<file path="config.mk">
export PLATFORM = sky130hd
export DESIGN_NAME = interval_timer
export DESIGN_NICKNAME = d
export VERILOG_FILES = /design/src/rtl/interval_timer_pkg.sv /design/src/rtl/tick_prescaler.sv /design/src/rtl/interval_timer.sv
export SDC_FILE = /design/constraint.sdc
export NUM_CORES = 1
export LEC_CHECK = 0
export ABC_AREA = 1
export ABC_CLOCK_PERIOD_IN_PS = 4600
export BUFFER_PORTS_ARGS = -buffer_cell sky130_fd_sc_hd__buf_2
export CAP_MARGIN = 10
export CELL_PAD_IN_SITES_DETAIL_PLACEMENT = 0
export CELL_PAD_IN_SITES_GLOBAL_PLACEMENT = 1
export CORE_AREA = 4 4 54 56
export DETAILED_ROUTE_END_ITERATION = 12
export DIE_AREA = 0 0 58 60
export PLACE_DENSITY_LB_ADDON = 0.08
export SLEW_MARGIN = 20
export SYNTH_ARGS = -nofsm -noshare
export SYNTH_HDL_FRONTEND = slang
export SYNTH_SLANG_ARGS = --single-unit
</file>
<file path="constraint.sdc">
create_clock -name clock -period 4.6 [get_ports clock]
set_clock_uncertainty 0.15 [all_clocks]
set_input_delay 0 -clock clock [delete_from_list [all_inputs] [get_ports clock]]
set_output_delay 0 -clock clock [all_outputs]
set_load 0.1 [all_outputs]
</file>
<file path="src/rtl/interval_timer_pkg.sv">
// Shared types and helpers for interval_timer and its optional tick prescaler
// (enabled with INTERVAL_TIMER_PRESCALE_EN).
package interval_timer_pkg;

   typedef enum logic {
      IDLE,
      RUN
   } state_t;

   localparam logic MODE_ONESHOT  = 1'b0;
   localparam logic MODE_PERIODIC = 1'b1;

   // Ceiling log2, never below 1 so a counter always has at least one bit.
   function automatic int unsigned clog2(input int unsigned n);
      int unsigned w;
      w = 1;
      while ((64'd1 << w) < 64'(n)) w++;
      return w;
   endfunction

endpackage

</file>
<file path="src/rtl/tick_prescaler.sv">
// Divides clock by PRESCALE_DIV into a one-cycle Strobe; only instantiated by
// interval_timer when INTERVAL_TIMER_PRESCALE_EN is defined.
module tick_prescaler
   import interval_timer_pkg::*;
#(
   parameter int unsigned PRESCALE_DIV = 50000000
) (
   input  logic clock,
   input  logic Reset,
   input  logic Clear,
   input  logic Enable,
   output logic Strobe
);

   localparam int unsigned CNT_W = clog2(PRESCALE_DIV);
   localparam logic [CNT_W-1:0] LAST = CNT_W'(PRESCALE_DIV - 1);

   logic [CNT_W-1:0] div_count;

   always_ff @(posedge clock or posedge Reset) begin
      if (Reset) begin
         div_count <= '0;
      end else if (Clear) begin
         div_count <= '0;
      end else if (Enable) begin
         div_count <= (div_count == LAST) ? '0 : div_count + CNT_W'(1);
      end
   end

   // Strobe on the last phase so the first tick lands PRESCALE_DIV cycles after Clear.
   assign Strobe = Enable & (div_count == LAST);

endmodule

</file>
<file path="src/rtl/interval_timer.sv">
// One-shot / periodic tick timer with pause and abort. Define
// INTERVAL_TIMER_PRESCALE_EN to derive ticks from clock instead of Hz_1_Enable.
module interval_timer
   import interval_timer_pkg::*;
#(
   parameter int unsigned WIDTH        = 4,
   parameter int unsigned PRESCALE_DIV = 50000000
) (
   input  logic             clock,
   input  logic             Reset,
   input  logic [WIDTH-1:0] Value,
   input  logic             Mode,
   input  logic             Hz_1_Enable,
   input  logic             Start_Timer,
   input  logic             Stop_Timer,
   input  logic             Pause,
   output logic             Expired,
   output logic             Busy,
   output logic [WIDTH-1:0] Count
);

   state_t           state;
   logic [WIDTH-1:0] count;
   logic [WIDTH-1:0] count_inc;
   logic [WIDTH-1:0] value_q;
   logic             mode_q;
   logic             expired;
   logic             tick_src;
   logic             tick;

`ifdef INTERVAL_TIMER_PRESCALE_EN
   tick_prescaler #(
      .PRESCALE_DIV(PRESCALE_DIV)
   ) u_tick_prescaler (
      .clock (clock),
      .Reset (Reset),
      .Clear (Start_Timer | Stop_Timer),
      .Enable((state == RUN) & ~Pause),
      .Strobe(tick_src)
   );
`else
   assign tick_src = Hz_1_Enable;
`endif

   assign tick      = tick_src & ~Pause & (state == RUN);
   assign count_inc = count + WIDTH'(1);

   always_ff @(posedge clock or posedge Reset) begin
      if (Reset) begin
         state   <= IDLE;
         count   <= '0;
         value_q <= '0;
         mode_q  <= MODE_ONESHOT;
         expired <= 1'b0;
      end else begin
         expired <= 1'b0;
         if (Stop_Timer) begin
            state <= IDLE;
            count <= '0;
         end else if (Start_Timer) begin
            value_q <= Value;
            mode_q  <= Mode;
            count   <= '0;
            state   <= RUN;
         end else if (state == RUN) begin
            // A zero terminal expires on the first edge in RUN, independent of ticks or mode.
            if (value_q == '0) begin
               expired <= 1'b1;
               state   <= IDLE;
            end else if (tick) begin
               if (count_inc == value_q) begin
                  expired <= 1'b1;
                  count   <= '0;
                  if (mode_q == MODE_ONESHOT) state <= IDLE;
               end else begin
                  count <= count_inc;
               end
            end
         end
      end
   end

   assign Expired = expired;
   assign Busy    = (state == RUN);
   assign Count   = count;

endmodule

</file>
# [Word-level counts from Yosys, hierarchy flattened]
# Index checks and enable logic that the tools add are counted.
[classes] mux=19 order_cmp=0 n_eq_ne=2 reduce_logical=5 shifts=0 n_bitwise=4 div_mod_pow=0 multipliers=0 addsub=1
[ops] op="2-to-1 mux 4 bit" n=6
[ops] op="2-to-1 mux 1 bit" n=13
[ops] op="nonzero test 3 bit" n=2
[ops] op="adder 4 x 1 -> 4 bit, second input constant" n=1
[ops] op="== test 4 bit" n=1
[ops] op="logical NOT 4 bit" n=1
[ops] op="!= test 3 bit, second input constant" n=1
[ops] op="AND reduction 3 bit" n=1
[ops] op="AND 1 bit" n=2
[ops] op="inverter 1 bit" n=2
[ops] op="AND reduction 2 bit" n=1
[totals] latchBits=0 register_bits=11 ram_bits=0 n_memories=0 romBits=0 word_cells=36

# [Depth between registers and ports, before layout]
[depth] depth_word=8 ltp_mapped=9

# [Worst setup path after synthesis]
# No wires, ideal clock.
[synth_path] kind="register to register" from="register count[0], in the netlist Count[0]" to="register count[0], in the netlist Count[0]" required_ps=4288 slack_ps=2353 stages_incl_launch_ff=8 path_buffers=0 synth_period_minus_slack_ps=2247 setup_time_ps=162 arrival_ps=1935 cell_sequence="dfrtp_1 -> ha_1 -> xnor2_1 -> nand2_1 -> nor2_2 -> nand2_2 -> nand2_2 -> o21ai_1"
[synth_via] elab_chain_len=8
[synth_lines] item="from (decl)" line="interval_timer.sv:23" source="logic [WIDTH-1:0] count;"
[synth_lines] item="from (signal assigned)" line="interval_timer.sv:76" source="count <= count_inc;"
[synth_lines] item="adder 4 x 1 -> 4 bit (*)" line="interval_timer.sv:46" source="assign count_inc = count + WIDTH'(1);"
[synth_lines] item="== test 4 bit" line="interval_timer.sv:71" source="if (count_inc == value_q) begin"
[synth_lines] item="2-to-1 mux 4 bit (*)" line="interval_timer.sv:71"
[synth_lines] item="2-to-1 mux 4 bit (*)" line="interval_timer.sv:70" source="end else if (tick) begin"
[synth_lines] item="2-to-1 mux 4 bit (*)" line="interval_timer.sv:67" source="if (value_q == '0) begin"
[synth_lines] item="2-to-1 mux 4 bit (*)" line="interval_timer.sv:65" source="end else if (state == RUN) begin"
[synth_lines] item="2-to-1 mux 4 bit (*)" line="interval_timer.sv:60" source="end else if (Start_Timer) begin"
[synth_lines] item="2-to-1 mux 4 bit (*)" line="interval_timer.sv:57" source="if (Stop_Timer) begin"
# Mark *: on every way between the ends. The rest lies on a longest branch, timed or not. The select of a mux whose other input is x is not followed.
# A chain may end at the register's enable or synchronous reset.

# [Worst setup path after layout]
[layout_path] from="register count[0], in the netlist Count[0]" to="register state, in the netlist Busy"
[layout_via] elab_chain_len=8
[layout_lines] item="adder 4 x 1 -> 4 bit" line="interval_timer.sv:46"
[layout_lines] item="== test 4 bit" line="interval_timer.sv:71"
[layout_lines] item="2-to-1 mux 1 bit" line="interval_timer.sv:71"
[layout_lines] item="2-to-1 mux 1 bit" line="interval_timer.sv:70"
[layout_lines] item="2-to-1 mux 1 bit" line="interval_timer.sv:67"
[layout_lines] item="2-to-1 mux 1 bit" line="interval_timer.sv:65"
[layout_lines] item="2-to-1 mux 1 bit" line="interval_timer.sv:60"
[layout_lines] item="2-to-1 mux 1 bit" line="interval_timer.sv:57"
[layout_lines] item="to (signal assigned)" line="interval_timer.sv:58" source="state <= IDLE;"
[layout_lines] item="to (signal assigned)" line="interval_timer.sv:64" source="state <= RUN;"
[layout_lines] item="to (signal assigned)" line="interval_timer.sv:69" source="state <= IDLE;"
[layout_lines] item="to (decl)" line="interval_timer.sv:22" source="state_t state;"
# No other way between the ends.

==> results by group <==
Layout
  – Layout cells sized above 1: 21.4%
  – Design area: 848 µm²
  – Layout Cells excl Fill: 142
  – Antenna Diode Count: 0
  – Fin nets: 125
  – Syn-to-layout area delta: 42.7%

Placed design
  – Final HPWL from detailed placement: 1.06 mm
  – Setup WS pre-CTS: 2.90 ns
  – GP Congestion: 0.775
  – DP Cell Count: 127
  – Placed Instance Area: 712 µm²
  – Count of buffers from port buffering: 16

Synth
  – Cell taking the most area after synthesis: dfrtp_1
  – Syn Inst Count: 81
  – Synthesized flop and latch total: 11
  – Post-synthesis async set-or-reset flop share: 100%
  – Number of flops mapped to enable cells by yosys: 0
  – Most frequent cell after synthesis: nand2_1
  – Main synth FF type: dfrtp_1
  – Syn_area_per_cell: 7.34 µm²
  – Mapped Area: 594 µm²
  – Commonest cells in the netlist: 25 x nand2_1, 11 x dfrtp_1, 11 x inv_1
  – Top-area cell type share of the netlist area: 46.3%
  – Ys Warns: 0
  – Cell variety after synth: 13
  – Ranking of synthesized cells by area: dfrtp_1 46%, nand2_1 16%, inv_1 6.9%, nand3_1 5.9%, nor2_1 5.7%
  – Syn nets: 93
  – Post-synthesis sequential area ratio: 46.3%

Route
  – 1st-iter DRT viols: 17
  – Vias post-DR: 592
  – Post-route ant nets: 0
  – Drt drc: 0
  – Drt first pass iters: 4
  – Wire per inst: 9.43 µm
  – Via-to-Cell Ratio: 4.17
  – DRT Wirelength: 1.34 mm

Hold path
  – Hold Path Class: input port to register

Floorplan
  – FP Rows: 18
  – Core area: 2430 µm²
  – Die height: 60 µm
  – Die Width: 58 µm
  – Die ar.: 3480 µm²
  – # IOs: 17
  – Initial Utilization: 24.4%

STA
  – Worst slew pin tran: 0.487 ns
  – Minimum clock period: 2.24 ns
  – Fmax achieved: 447 MHz
  – Relative slew margins: 67.8%
  – RSZ-0062 raised after global routing: false
  – Post-route setup slack: 2.36 ns
  – Setup TNS Final: 0 ns
  – Pins Over Slew Limit: 0
  – Count of final setup violators: 0
  – Part of the cycle the worst path needs: 48.6%
  – Hold Vio Cnt, Final: 0

Clocking
  – Clk pin slew, worst setup/hold paths: 0.07 ns
  – CTS Buf Count: 3
  – Clk buf depth: 2
  – CTS tree: yes
  – CTS root buf: clkbuf_4
  – Clock sink total: 11
  – Worst skew pair latency: 0.26 ns
  – CTS H-tree depth: 1

Setup path
  – Worst Setup Start Kind: register
  – CP max FO: 8
  – WP data required: 4.59 ns
  – Setup Crit Path Kind: register to register
  – Worst Setup End Kind: register
  – Crit path DAT: 2.23 ns

Global route
  – Vias in the first global route: 560
  – Global Route Usage Sum: 9.19%
  – Largest net degree at the start of global routing: 12
  – Gr ovfl total: 0
  – Initial antenna violation count: 0
  – First-pass GRT wire length: 2.39 mm

Pwr
  – P per Cell Area: 256 nW/µm²
  – Leakage: 0.434 nW
  – Tot Pwr: 218 µW
  – Peak supply drop: 213 µV

Flow run
  – Maxcap violations: 0

Status
  – Status: completed
==> final timing paths <==
path / end / slack (ns) / start / cells past startpoint
min in group asynchronous: value_q[3] / 0.12 / Reset / 3
hold reg to reg: mode_q / 0.38 / mode_q / 2
setup / recovery: Busy / 2.36 / Count[0] / 8
hold / removal: Count[2] / 0.02 / Pause / 6
max in group asynchronous: Expired / 3.87 / Reset / 3
setup reg to reg: Busy / 2.36 / Count[0] / 8
==> stage by stage <==
stage	util, %	hold WS (ns)
finish	34.9	0.0249
global route	34.9	0.0565
CTS	34.9	0.0172
detailed placement	29.3	-0.129
global placement	29.3	-0.123
floorplan	-	-0.298
==> metal layers <==
metal  GRT usage, %  vias up  wire [µm]
li1               -      324          -
met1           10.9      258        620
met2           15.0       10        652
met3           4.54        0         66
met4           1.99        0          0
met5              0        -          0
==> what timing repair did <==
item                       4_1_cts  5_1_grt
setup endpoints to repair        0        0
gates resized for setup          0        0
hold buffers                    11        0
hold endpoints to repair        19        0
setup buffers                    0        0
==> worst max-delay path, stage by stage (launching register included) <==
cell	delay [ns]
dfrtp_1	0.46
ha_1	0.35
xnor2_1	0.16
nand2_1	0.07
nor2_2	0.16
nand4_1	0.11
nand2_1	0.06
dlygate4sd3_1	0.54
nand2_1	0.05
==> registers in the layout, indices dropped and copies added, names as in the netlist <==
name / flops
Count: 4
value_q: 4
Busy: 1
Expired: 1
mode_q: 1
==> area by class of cell <==
type | instances | area, µm²
Fill cell | 274 | 1580
Clock buffer | 4 | 26.3
Timing Repair Buffer | 27 | 190
Tap cell | 30 | 37.5
Multi-Input combinational cell | 59 | 278
Sequential cell | 11 | 275
Inverter | 11 | 41.3
==> logic make-up after synthesis <==
logic type	after synthesis	share of synthesized area [%]
AOI/OAI and AO/OA	9	7.58
xor gates and xnor gates	1	1.47
adders and majority gates	1	2.10
and+or+nand+nor	47	33.7
muxes	1	1.89
buffers and inverters	11	6.95
DFF	11	46.3
==> cells in the final DEF (no fill, tap or decap) <==
cell type / n
nand2_1: 25
buf_2: 16
dfrtp_1: 11
inv_1: 11
dlygate4sd3_1: 11
nor2_1: 9
nand3_1: 7
a21oi_1: 6
nand2_2: 3
o21ai_1: 3
clkbuf_4: 3
nand4_1: 2
xnor2_1: 1
nor2_2: 1
mux2_2: 1
ha_1: 1
clkbuf_1: 1
==> report_power, final <==
group          total, mW  internal (mW)  switching (mW)
logic             0.0457         0.0186          0.0271
registers          0.108          0.103         0.00489
clock network     0.0635         0.0335          0.0300
Note: power is estimated with default switching activity, not from simulation.
